$ cat src/rtl/md_ctrl.sv
// HI/LO and multiply/divide sequencing for the ID stage: decodes HI/LO-class
// instructions, launches the external mult/div datapath, and holds HI/LO.
module md_ctrl (
  input  logic        clk,
  input  logic        rst_n,
  input  logic [31:0] id_instr,
  input  logic        id_valid,
  input  logic [31:0] rs_val,
  input  logic [31:0] rt_val,
  output logic        md_start,
  output logic [1:0]  md_op,
  output logic [31:0] md_a,
  output logic [31:0] md_b,
  input  logic        md_done,
  input  logic [31:0] md_hi_res,
  input  logic [31:0] md_lo_res,
  output logic [31:0] hi_out,
  output logic [31:0] lo_out,
  output logic        stall,
  output logic        div0,
  output logic        md_timeout
);

  // state | meaning
  // IDLE  | no op in flight; HI/LO-class instructions execute or launch here
  // ISSUE | md_start high for this one cycle, operands latched
  // BUSY  | waiting for md_done, watchdog counting
  typedef enum logic [1:0] {IDLE, ISSUE, BUSY} stateT;

  stateT      state;
  logic [5:0] wdCnt;
  logic [5:0] funct;
  logic       special, isMul, isDiv, isMthi, isMtlo, isMf, isHiLo;
  logic       unusedBits;

  assign funct      = id_instr[5:0];
  assign special    = (id_instr[31:26] == 6'd0);
  assign unusedBits = ^id_instr[25:6];

  assign isMul  = special & ((funct == 6'b011000) | (funct == 6'b011001));
  assign isDiv  = special & ((funct == 6'b011010) | (funct == 6'b011011));
  assign isMthi = special & (funct == 6'b010001);
  assign isMtlo = special & (funct == 6'b010011);
  assign isMf   = special & ((funct == 6'b010000) | (funct == 6'b010010));
  assign isHiLo = isMul | isDiv | isMthi | isMtlo | isMf;

  assign stall = id_valid & isHiLo & (state != IDLE);

  always_ff @(posedge clk or negedge rst_n) begin
    if (!rst_n) begin
      state      <= IDLE;
      wdCnt      <= 6'd0;
      hi_out     <= 32'd0;
      lo_out     <= 32'd0;
      md_a       <= 32'd0;
      md_b       <= 32'd0;
      md_op      <= 2'b00;
      md_start   <= 1'b0;
      div0       <= 1'b0;
      md_timeout <= 1'b0;
    end else begin
      md_start <= 1'b0;
      div0     <= 1'b0;
      case (state)
        IDLE: begin
          if (id_valid) begin
            if (isMul || (isDiv && (rt_val != 32'd0))) begin
              md_a     <= rs_val;
              md_b     <= rt_val;
              md_op    <= funct[1:0];
              md_start <= 1'b1;
              wdCnt    <= 6'd0;
              state    <= ISSUE;
            end else if (isDiv) begin
              div0 <= 1'b1;
            end else if (isMthi) begin
              hi_out <= rs_val;
            end else if (isMtlo) begin
              lo_out <= rs_val;
            end
          end
        end
        ISSUE: begin
          if (md_done) begin
            hi_out <= md_hi_res;
            lo_out <= md_lo_res;
            state  <= IDLE;
          end else begin
            state <= BUSY;
          end
        end
        BUSY: begin
          if (md_done) begin
            hi_out <= md_hi_res;
            lo_out <= md_lo_res;
            state  <= IDLE;
          end else begin
            wdCnt <= wdCnt + 6'd1;
            // counter becomes 48 at this edge: the 48th BUSY cycle just ended
            if (wdCnt == 6'd47) begin
              md_timeout <= 1'b1;
              state      <= IDLE;
            end
          end
        end
        default: state <= IDLE;
      endcase
    end
  end

endmodule

$ cat config.mk
export PLATFORM = sky130hd
export DESIGN_NAME = md_ctrl
export DESIGN_NICKNAME = d
export VERILOG_FILES = /design/src/rtl/md_ctrl.sv
export SDC_FILE = /design/constraint.sdc
export NUM_CORES = 1
export LEC_CHECK = 0
export BUFFER_PORTS_ARGS = -buffer_cell sky130_fd_sc_hd__buf_2
export CORE_UTILIZATION = 40
export CTS_CLUSTER_DIAMETER = 150
export DETAILED_ROUTE_END_ITERATION = 6
export HOLD_SLACK_MARGIN = 0.02
export PLACE_DENSITY_LB_ADDON = 0.3
export SYNTH_ARGS = -nofsm -noshare
export SYNTH_HDL_FRONTEND = slang
export SYNTH_SLANG_ARGS = --single-unit
$ cat constraint.sdc
create_clock -name clk -period 3.14 [get_ports clk]
set_input_delay 0.314 -clock clk [delete_from_list [all_inputs] [get_ports clk]]
set_output_delay 0.314 -clock clk [all_outputs]
set_load 0.005 [all_outputs]
==> reports/qor.txt <==
Outcome: finished clean
GRT overflow: 0
Cts bufs inserted: 17
DRT Pass-1 Iters: 4
Initial Util: 41.0%
Cell taking the most area after synthesis: dfrtp_1
Slew Limit Fails: 0
#FFs+latches synth: 141
WP data required: 3.43 ns
Non-filler cells, final: 1052
Final core occ: 54.9%
Vias per cell: 4.76
Post-Synthesis Cell Area: 6510 um^2
Int Power: 4.03 mW
GRT met1 Usage: 24.2%
Setup TNS: 0 ns
Hold slack: 0.146 ns
Std-Cell Rows: 46
Placed cells: 1019
MaxCap Viol Count: 0
Synth top area share: 54.2%
GRT Overall Usage: 20.0%
Worst setup EP type: flop
Post-synthesis net count: 711
Synth Area in Compound Gates: 2.67%
Sw frac: 26.5%
Met2 Resource Use GR: 33.7%
HPWL after DPL: 11900 um
Buffer type at the clock tree root: clkbuf_16
Post-Synthesis Cells: 542
Synth warn: 0
Reg clk slew, reported paths: 0.06 ns
Flop pwr share: 43.5%
Die area: 16800 um^2
Routed len/inst: 15.7 um
Static Leak: 4.79 nW
Logic pwr share: 21.5%
Detailed-route via count: 5003
ANT nets after route: 0
Synthesized area per cell: 12.0 um^2
Worst Setup Start Kind: flop
Overall die width: 130 um
Grt peak-use layer: met2
# setup viols final: 0
Fin crit period: 2.61 ns
Fin crit share: 83.2%
First-pass GRT wire length: 25400 um
CTS tree: built
Num Clock Sinks: 141
Kind of critical path: reg2reg
DR DRC count: 0
Total power: 5.48 mW
RSZ-0062 raised after global routing: false
Max Fclk: 0.383 GHz
Vias in the first global route: 5009
Area Overhead vs Synth: 33.9%
Initial antenna violation count: 1
Drt total wl: 16500 um
I/O Buffers: 277
P_sw: 1.45 mW
Relative slew margins: 41.4%
Fraction of final layout cells sized beyond drive strength 1: 54.3%
Hold Fails Final Rpt: 0
WP data arrival: 2.90 ns
Yosys cell types: 37
Clock Skews: 0.00481 ns
Adder-cell area share of the yosys netlist: 0.961%
First-iteration detailed-routing DRC count: 191
Pwr Density: 628 nW/um^2
Most common cell in the netlist: dfrtp_1
Clk_lat worst skew: 0.41 ns
Most instantiated cells after synthesis: dfrtp_1, nand2_1, mux2_2
Nets: 992
Largest family of logic cells by synthesized area: multiplexers
Post-synthesis mux area share: 24.5%
Die Y: 130 um
Synth async-reset ratio: 100%
Worst Hold Class: in2reg
Top cells by area, synth: dfrtp_1, mux2_2, nand2_1
CTS H-tree lvls: 4
Dpl ws: 0.502 ns
Pin count of the biggest net entering global routing: 97
Met3 Usage GRT: 5.08%
Register area share after synthesis: 54.2%
Dominant synthesized flop cell: dfrtp_1
N_diodes: 0
Worst vdd ir: 0.377 mV
Worst Path Max Fanout: 18
Simple-gate area share of the yosys netlist: 14.7%
GP Congestion: 0.809
Clk pwr share: 35.0%
Worst slew pin tran: 0.878 ns
Post-route cell area: 8720 um^2
Post-synth EDFFs: 0
Dpl cell area: 8140 um^2
Core Area: 15900 um^2
# IOs: 298
Xor-xnor portion of the synthesized cell area: 0%
Worst setup margin: 0.528 ns
Maximum buffer depth of the clock tree: 2
-- routing by layer --
layer / routed length (um) / up-vias
li1: - / 2411
met1: 6990 / 2403
met2: 8240 / 156
met3: 864 / 31
met4: 415 / 2
met5: 13 / -
-- flip-flops by register name (all words and copies together), names as in the netlist --
register,cells
md_b,32
md_a,32
md_timeout,1
div0,1
md_start,1
wdCnt,6
hi_out,32
md_op,2
lo_out,32
state,2
-- cell usage in the layout, fill, tap and decap left out, drive strengths merged, types with 2 or more instances in the layout --
cell,synthesis,layout
buf,11,287
dfrtp,141,141
nand2,135,135
mux2,130,130
nand2b,33,33
clkbuf,15,23
inv,11,11
nor4,7,7
nor3,7,7
nand3,7,7
nor2,5,5
o211ai,5,5
ha,5,5
clkinvlp,0,4
clkinv,0,4
o21ai,3,3
and4,2,2
nand4,2,2
a21oi,2,2
nor2b,2,2
a32o,2,2
mux2i,2,2
nor4b,2,2
or4,2,2
-- worst paths after layout --
kind                            startpoint    endpoint  slack [ns]  cells after the start
worst min register to register  md_timeout  md_timeout        0.48                      1
worst min-delay path            rs_val[11]    md_a[11]        0.15                      2
worst max register to register    state[0]  hi_out[18]        0.53                      8
max in group asynchronous            rst_n    md_op[0]        1.90                      3
min in group asynchronous            rst_n    md_b[16]        0.46                      2
worst max-delay path              state[0]  hi_out[18]        0.53                      8
-- final cells by class --
class,count,area (um^2)
fill,1460,7170
sequential,141,3530
multi-input combinational,364,2800
timing repair buffer,288,1520
clock buffer,23,478
tap,216,270
clock inverter,9,87.6
inverter,11,41.3
-- critical path, stage by stage, from the launching register on --
cell and delay, ns:
dfrtp_1 0.40, inv_1 0.12, ha_2 0.25, inv_1 0.07, buf_4 0.17, or4_1 0.52, a211o_2 0.36, buf_4 0.25
mux2_4 0.34
-- power groups by stage --
| stage | clock network (mW) | logic, mW | registers (mW) |
|---|---|---|---|
| after floorplan | 0 | 0.538 | 2.43 |
| after global placement | 0 | 1.18 | 2.39 |
| after detailed placement | 0 | 1.20 | 2.40 |
| after CTS | 1.96 | 1.20 | 2.38 |
| after global routing | 2.04 | 1.30 | 2.43 |
| final | 1.92 | 1.18 | 2.38 |
-- kinds of logic (layout without fill, tap and decap cells) --
| group | Yosys count | after routing |
|---|---|---|
| AO/OA/AOI/OAI | 20 | 20 |
| adder cells (fa/ha/maj) | 5 | 5 |
| buffers and inverters | 37 | 331 |
| flip-flops | 141 | 141 |
| multiplexers | 132 | 132 |
| AND/OR/NAND/NOR | 207 | 207 |
-- timing repair --
action	CTS	global route
hold buffers	1	0
setup endpoints to repair	0	0
resized for setup	0	0
endpoints found under the hold margin	65	0
setup buffers	0	0
Note: power is estimated with default switching activity, not from simulation.
